==> src/rtl/vrf_pkg.sv <==
// vrf_pkg: shared types and width helpers for the vector register file sequencer
package vrf_pkg;
  function automatic int safe_clog2(input int n);
    return (n <= 1) ? 1 : $clog2(n);
  endfunction
  localparam int vrf_els_c = 32;
  localparam int vrf_reg_w_c = safe_clog2(vrf_els_c);
  typedef logic [vrf_reg_w_c-1:0] vrf_reg_t;
  typedef struct packed {
    vrf_reg_t rs0;
    vrf_reg_t rs1;
    vrf_reg_t rs2;
    vrf_reg_t rd;
  } vrf_cmd_s;
  typedef enum logic [1:0] {IDLE, ISSUE, DRAIN} vrf_seq_state_e;
endpackage

==> src/rtl/vrf_seq_delay.sv <==
// vrf_seq_delay: lat_p-stage valid+payload shift register with synchronous clear
module vrf_seq_delay #(
  parameter int lat_p = 3,
  parameter int width_p = 1
) (
  input  logic               clk_i,
  input  logic               reset_i,
  input  logic               v_i,
  input  logic [width_p-1:0] data_i,
  output logic               v_o,
  output logic [width_p-1:0] data_o,
  output logic               pend_o
);
  logic [lat_p-1:0] v_q;
  logic [lat_p-1:0][width_p-1:0] d_q;
  always_ff @(posedge clk_i) begin
    if (reset_i) begin
      v_q <= '0;
      d_q <= '0;
    end else begin
      v_q[0] <= v_i;
      d_q[0] <= data_i;
      for (int i = 1; i < lat_p; i++) begin
        v_q[i] <= v_q[i-1];
        d_q[i] <= d_q[i-1];
      end
    end
  end
  // pend_o: something will still be in flight after the next shift
  always_comb begin
    pend_o = 1'b0;
    for (int i = 0; i < lat_p - 1; i++) pend_o = pend_o | v_q[i];
  end
  assign v_o = v_q[lat_p-1];
  assign data_o = d_q[lat_p-1];
endmodule

==> src/rtl/vrf_seq.sv <==
// vrf_seq: walks one vector op in lane groups, issuing VRF read then delayed write addresses
module vrf_seq import vrf_pkg::*; #(
  parameter int els_p = 32,
  parameter int vlen_p = 8,
  parameter int lanes_p = 4,
  parameter int lat_p = 3,
  localparam int v_addr_width_lp = safe_clog2(els_p),
  localparam int local_addr_width_lp = safe_clog2(vlen_p),
  localparam int groups_lp = vlen_p / lanes_p
) (
  input  logic                                          clk_i,
  input  logic                                          reset_i,
  input  logic                                          v_i,
  output logic                                          ready_o,
  input  logic [v_addr_width_lp-1:0]                    rs0_i,
  input  logic [v_addr_width_lp-1:0]                    rs1_i,
  input  logic [v_addr_width_lp-1:0]                    rs2_i,
  input  logic [v_addr_width_lp-1:0]                    rd_i,
  output logic [lanes_p-1:0][v_addr_width_lp-1:0]       r_reg0_addr_o,
  output logic [lanes_p-1:0][v_addr_width_lp-1:0]       r_reg1_addr_o,
  output logic [lanes_p-1:0][v_addr_width_lp-1:0]       r_reg2_addr_o,
  output logic [lanes_p-1:0][local_addr_width_lp-1:0]   r_addr_o,
  output logic                                          r_v_o,
  output logic [v_addr_width_lp-1:0]                    w_reg_addr_o,
  output logic [lanes_p-1:0][local_addr_width_lp-1:0]   w_addr_o,
  output logic [lanes_p-1:0]                            w_en_o,
  output logic                                          done_o
);
  localparam int gw_lp = safe_clog2(groups_lp);
  typedef logic [lanes_p-1:0][local_addr_width_lp-1:0] lane_addr_t;
  function automatic lane_addr_t lane_addr(input int g);
    for (int l = 0; l < lanes_p; l++) lane_addr[l] = local_addr_width_lp'(g * lanes_p + l);
  endfunction
  vrf_seq_state_e state_q;
  vrf_cmd_s cmd_q;
  logic [gw_lp-1:0] g_q, w_g;
  lane_addr_t r_addr_q;
  logic done_q, w_v, pend;
  always_ff @(posedge clk_i) begin
    if (reset_i) begin
      state_q <= IDLE;
      g_q <= '0;
      cmd_q <= '0;
      r_addr_q <= '0;
      done_q <= 1'b0;
    end else begin
      done_q <= 1'b0;
      case (state_q)
        IDLE: if (v_i) begin
          state_q <= ISSUE;
          g_q <= '0;
          cmd_q <= {vrf_reg_t'(rs0_i), vrf_reg_t'(rs1_i), vrf_reg_t'(rs2_i), vrf_reg_t'(rd_i)};
          r_addr_q <= lane_addr(0);
        end
        ISSUE: if (g_q == gw_lp'(groups_lp - 1)) state_q <= DRAIN;
        else begin
          g_q <= g_q + 1'b1;
          r_addr_q <= lane_addr(int'(g_q) + 1);
        end
        DRAIN: if (!pend) begin
          state_q <= IDLE;
          done_q <= 1'b1;
        end
        default: state_q <= IDLE;
      endcase
    end
  end
  vrf_seq_delay #(.lat_p(lat_p), .width_p(gw_lp)) dly (
    .clk_i(clk_i),
    .reset_i(reset_i),
    .v_i(r_v_o),
    .data_i(g_q),
    .v_o(w_v),
    .data_o(w_g),
    .pend_o(pend)
  );
  assign ready_o = (state_q == IDLE) & ~reset_i;
  assign r_v_o = (state_q == ISSUE);
  assign done_o = done_q;
  assign r_addr_o = r_addr_q;
  assign r_reg0_addr_o = {lanes_p{v_addr_width_lp'(cmd_q.rs0)}};
  assign r_reg1_addr_o = {lanes_p{v_addr_width_lp'(cmd_q.rs1)}};
  assign r_reg2_addr_o = {lanes_p{v_addr_width_lp'(cmd_q.rs2)}};
  assign w_reg_addr_o = v_addr_width_lp'(cmd_q.rd);
  assign w_en_o = {lanes_p{w_v}};
  assign w_addr_o = w_v ? lane_addr(int'(w_g)) : '0;
endmodule
==> config.mk <==
export PLATFORM = sky130hd
export DESIGN_NAME = vrf_seq
export DESIGN_NICKNAME = d
export VERILOG_FILES = /design/src/rtl/vrf_pkg.sv /design/src/rtl/vrf_seq_delay.sv /design/src/rtl/vrf_seq.sv
export SDC_FILE = /design/constraint.sdc
export NUM_CORES = 1
export LEC_CHECK = 0
export BUFFER_PORTS_ARGS = -buffer_cell sky130_fd_sc_hd__buf_4
export CELL_PAD_IN_SITES_DETAIL_PLACEMENT = 2
export CELL_PAD_IN_SITES_GLOBAL_PLACEMENT = 2
export CORE_MARGIN = 1.5
export CORE_UTILIZATION = 22
export CTS_CLUSTER_DIAMETER = 120
export DETAILED_ROUTE_END_ITERATION = 10
export GPL_TIMING_DRIVEN = 0
export PLACE_DENSITY = 0.93
export SYNTH_ARGS = -nofsm -noshare
export SYNTH_HDL_FRONTEND = slang
export SYNTH_SLANG_ARGS = --single-unit
==> constraint.sdc <==
create_clock -name clk_i -period 3.5 [get_ports clk_i]
set_input_delay 0.525 -clock clk_i [delete_from_list [all_inputs] [get_ports clk_i]]
set_output_delay 0.525 -clock clk_i [all_outputs]
set_load 0.05 [all_outputs]
==> results_dict.tcl, run 1 <==
set metrics [dict create \
    path_clk_slew_ns 0.06 \
    drv_cap 0 \
    ys_seq_area_frac 0.3885 \
    crit_fanout 10 \
    p_per_area_nw_per_um2 437.9 \
    synth-compound-area-share 0.08194 \
    outcome "complete, no violations" \
    dp_cells 415 \
    post-route-util 0.3742 \
    post_cts_buffers 0 \
    relSlewSlack 0.6620 \
    num_vias 1630 \
    fin_cells 422 \
    synth_flop_cell "dfxtp_1" \
    yosys.area.top_type_share 0.3885 \
    crit_slowest_cell "clkbuf_1" \
    drc 0 \
    start_kind "input port" \
    rsz0062_at_grt "false" \
    tightest_slew_ns 0.5071 \
    post_cts_resized 0 \
    track_usage 0.1341 \
    fin_skew_ns 0.005382 \
    end_kind "output pin" \
    peakVddDrop_mv 0.1569 \
    io_pins 119 \
    cts-root-buf "clkbuf_8" \
    yosys_register_bits 32 \
    cts.sinks 32 \
    grt-ovfl-total 0 \
    drive_gt1_frac 0.5975 \
    final_cell_mix "buf_4 (179), nand2_1 (42), dfxtp_1 (32), a21oi_1 (23), conb_1 (8)" \
    yosys-top-cells-area "dfxtp_1 (39%), buf_4 (32%), nand2_1 (9.6%)" \
    final_common_cell "buf_4" \
    slew_violations 0 \
    fin_tns_setup_ns 0 \
    gp_congestion 0.6818 \
    area_growth_pct 64.57 \
    h-tree-depth 2 \
    ant_nets 0 \
    numCtsBuffers 5 \
    insertion_delay_ns 0.27 \
    finalHoldViolCount 0 \
    slowest_delay_ns 0.41 \
    fmax_ghz 0.4997 \
    antenna_found_initial 0 \
    dpl_worst_slack_ns 1.507 \
    whs_ns 0.4445 \
    routedWlPerCell_um 12.74 \
    vias_per_cell 3.863 \
    yosys_warnings 0 \
    dieHeight_um 89.58 \
    cpMostUsedCell "clkbuf_1" \
    grt_pass1_vias 1747 \
    cts_tree "done" \
    wl_um 5378 \
    dp_hpwl_um 4509 \
    arrival_ns 1.48 \
    synthAdderAreaFrac 0 \
    fin_crit_sh 0.5718 \
    drt_pass1_iterations 2 \
    dpl_cell_area_um2 2618 \
    dieArea_um2 8025 \
    io_buffers 109 \
    syn_avg_cell_area_um2 8.245 \
    cts_hold_repair.buffers 0 \
    finalSetupViolCount 0 \
    nets 346 \
    postSynthCellCount 200 \
    grt_max_degree 11 \
    fin_crit_ns 2.001 \
    syn_area_um2 1649 \
    synth_top_family_by_area "buffers and inverters" \
    total_power_mw 1.188 \
    synth_mux_area_frac 0.006070 \
    grt_pass1_wl_um 8155 \
    synth-edff-count 0 \
    core_um2 7253 \
    drt_iter0_markers 21 \
    required_ns 2.97 \
    design_area_um2 2714 \
    clockBufferDepth 2 \
    die_x_um 89.58 \
    rows 31 \
    diodes 0 \
    start_util 0.2274 \
    synthDistinctLibCells 21 \
    synth_top_area_cell "dfxtp_1" \
    path_class "in -> out" \
    synthArstFlopShare 0 \
    synthXorXnorAreaFrac 0 \
    synth-simple-area-share 0.1646 \
    power.leakage_nw 1.452 \
    setup_ws_ns 1.499 \
    worstPathCellList "clkbuf_1 > clkbuf_1 > nor3_1 > buf_4" \
    hp-class "reg -> reg" \
]
cell families (layout without fill, tap and decap cells):
| logic type | after synthesis | count (layout) |
|---|---|---|
| muxes | 1 | 1 |
| other | 1 | 8 |
| AOI/OAI and AO/OA | 26 | 26 |
| buffers and inverters | 80 | 196 |
| and+or+nand+nor | 60 | 60 |
| DFF | 32 | 32 |
cell type report:
| cell class | instances | area, um2 |
|---|---|---|
| Buffer | 79 | 584.3 |
| Clock buffer | 7 | 96.34 |
| Fill cell | 858 | 4539 |
| Inverter | 1 | 3.754 |
| Multi-Input combinational cell | 95 | 446.7 |
| Sequential cell | 32 | 640.6 |
| Tap cell | 99 | 123.9 |
| Timing Repair Buffer | 109 | 818.3 |
Yosys cell counts (2+ instances only):
cell / n
nand2b_1: 3
buf_2: 2
nor3_1: 2
nor2b_1: 6
a21oi_1: 23
nand2_1: 42
dfxtp_1: 32
buf_6: 3
nor2_1: 3
clkbuf_1: 4
buf_4: 70
report_power, final:
group | switching [mW] | total [mW] | internal [mW] | leakage (nW)
clock | 0.128 | 0.303 | 0.175 | 0.0503
sequential | 0.0251 | 0.411 | 0.386 | 0.262
combinational | 0.309 | 0.474 | 0.165 | 1.14
total | 0.462 | 1.19 | 0.726 | 1.45
flip-flops by register name (all words and copies together), names as in the netlist:
name           cells
g_q                1
dly.data_o         1
r_reg0_addr_o      5
dly.d_q            2
dly.v_q            3
state_q            2
r_reg2_addr_o      5
r_addr_o           2
done_o             1
r_reg1_addr_o      5
w_reg_addr_o       5
critical path, delay by kind of cell:
family	cells	cell delay (ns)
AND/OR/NAND/NOR	1	0.10
buffers and inverters	3	0.85
layer usage:
metal / part of all wire / up-vias / global-route usage
li1: - / 791 / -
met2: 0.56 / 74 / 0.2700
met3: 0.093 / 2 / 0.04388
met4: 0.0058 / 0 / 0.03357
met5: 0 / - / 0
met1: 0.34 / 763 / 0.1290
path summary, 6_finish.rpt:
| kind | cells past startpoint | slack [ns] | end | start |
|---|---|---|---|---|
| setup / recovery | 4 | 1.50 | ready_o | reset_i |
| hold / removal | 1 | 0.44 | dly.data_o | dly.d_q[1] |
| setup reg to reg | 5 | 2.22 | r_reg2_addr_o[3] | state_q[1] |
| hold reg to reg | 1 | 0.44 | dly.data_o | dly.d_q[1] |
No activity file was read; power rests on OpenSTA's default activity.
==> run 2: changes to the inputs <==
- CORE_UTILIZATION: 22 -> 18
- PLACE_DENSITY: 0.93 -> 0.82
- clock period: 3.5 -> 1.63 ns (I/O delays scaled with it)
==> run 2 against run 1 <==
The flow now finishes with violations (design-rule violations). Setup slack got worse by 1.4 ns. Design area barely moved. Core utilization fell by 6.6 points. First-iteration DRC count rose by 120%. Die area rose by 21%. Sequential share of layout area barely moved. Via count fell by 0.37%. Combinational power rose by 120%. Global-route usage fell by 3.0 points. Critical path depth fell by 2. Critical path type is now reg -> out.
==> results_dict.tcl, run 2 (same netlist as run 1, synthesis figures left out) <==
set metrics [dict create \
    numCtsBuffers 5 \
    finalHoldViolCount 0 \
    end_kind "output pin" \
    num_vias 1624 \
    nets 346 \
    io_pins 119 \
    start_kind "flip-flop" \
    dp_hpwl_um 4206 \
    setup_ws_ns 0.1130 \
    crit_fanout 7 \
    rsz0062_at_grt "false" \
    fin_crit_sh 0.9307 \
    ant_nets 0 \
    dpl_cell_area_um2 2634 \
    cts_tree "done" \
    grt_max_degree 11 \
    io_buffers 109 \
    worstPathCellList "nor2b_2 > buf_4" \
    finalSetupViolCount 0 \
    hp-class "in -> reg" \
    arrival_ns 1.27 \
    design_area_um2 2715 \
    final_cell_mix "buf_4 (179), nand2_1 (42), dfxtp_1 (31), a21oi_1 (23), conb_1 (8)" \
    drt_iter0_markers 47 \
    fin_skew_ns 0.005492 \
    routedWlPerCell_um 11.89 \
    power.leakage_nw 1.446 \
    path_clk_slew_ns 0.07 \
    start_util 0.1873 \
    insertion_delay_ns 0.27 \
    rows 34 \
    crit_path_start "state_q[0]" \
    cts-root-buf "clkbuf_8" \
    drive_gt1_frac 0.6037 \
    violations "design-rule violations" \
    peakVddDrop_mv 0.2600 \
    area_growth_pct 64.64 \
    crit_slowest_cell "dfxtp_1" \
    post_cts_buffers 0 \
    drv_cap 0 \
    dieHeight_um 98.72 \
    cts_hold_repair.buffers 0 \
    outcome "finished with violations" \
    path_class "reg -> out" \
    wl_um 5123 \
    gp_congestion 0.6455 \
    slew_violations 0 \
    dpl_worst_slack_ns 0.2162 \
    die_x_um 98.72 \
    h-tree-depth 2 \
    grt-ovfl-total 0 \
    min_from "rs0_i[0]" \
    grt_pass1_vias 1700 \
    dieArea_um2 9745 \
    clockBufferDepth 2 \
    final_common_cell "buf_4" \
    grt_pass1_wl_um 8128 \
    fmax_ghz 0.6592 \
    vias_per_cell 3.768 \
    fin_tns_setup_ns 0 \
    drt_pass1_iterations 6 \
    track_usage 0.1037 \
    diodes 0 \
    p_per_area_nw_per_um2 905.6 \
    fin_crit_ns 1.517 \
    drc 12 \
    reg2reg_from "state_q[1]" \
    slowest_delay_ns 0.49 \
    cts.sinks 32 \
    required_ns 1.39 \
    core_um2 8806 \
    antenna_found_initial 0 \
]
run 2: cell type report:
cell class	count	area, um2
Sequential cell	32	641.9
Clock inverter	1	5.005
Buffer	79	584.3
Tap cell	108	135.1
Clock buffer	6	72.57
Inverter	1	3.754
Fill cell	1036	6091
Multi-Input combinational cell	95	454.2
Timing Repair Buffer	109	818.3
run 2: timing repair:
item / in CTS / in global routing
hold endpoints to repair: 0 / 0
resized for setup: 0 / 2
endpoints found under the setup margin: 0 / 4
run 2: final timing paths:
check	to	slack (ns)	depth (start not counted)
worst min-delay path	r_reg0_addr_o[0]	0.22	3
worst max register to register	r_reg2_addr_o[0]	0.35	5
worst min register to register	done_o	0.44	1
worst max-delay path	r_v_o	0.11	2
run 2: per-stage QoR:
stage	std cells	total power, mW	hold WS, ns	utilization
CTS	431	2.503	0.2125	0.3079
floorplan	207	1.633	0.3805	-
detailed placement	424	1.928	0.4359	0.2991
global placement	424	1.903	0.4227	0.2991
global route	431	2.582	0.2186	0.3083
finish	431	2.459	0.2209	0.3083
run 2: critical path: cells and delay by family (launching register included):
| family | cells | cell delay (ns) |
|---|---|---|
| simple gates | 1 | 0.27 |
| flops | 1 | 0.49 |
| buf+inv | 1 | 0.24 |
run 2: layer usage:
layer  GRT usage  routed length (um)  vias up
li1            -                   -      792
met1      0.1145                1953      752
met2      0.1934                2657       78
met3     0.03546                 503        2
met4     0.01978                   8        0
met5           0                   0        -
run 2: report_power, final:
group | switching, mW | total [mW] | internal [mW]
combinational | 0.661 | 1.02 | 0.355
clock | 0.269 | 0.559 | 0.290
sequential | 0.0540 | 0.884 | 0.830
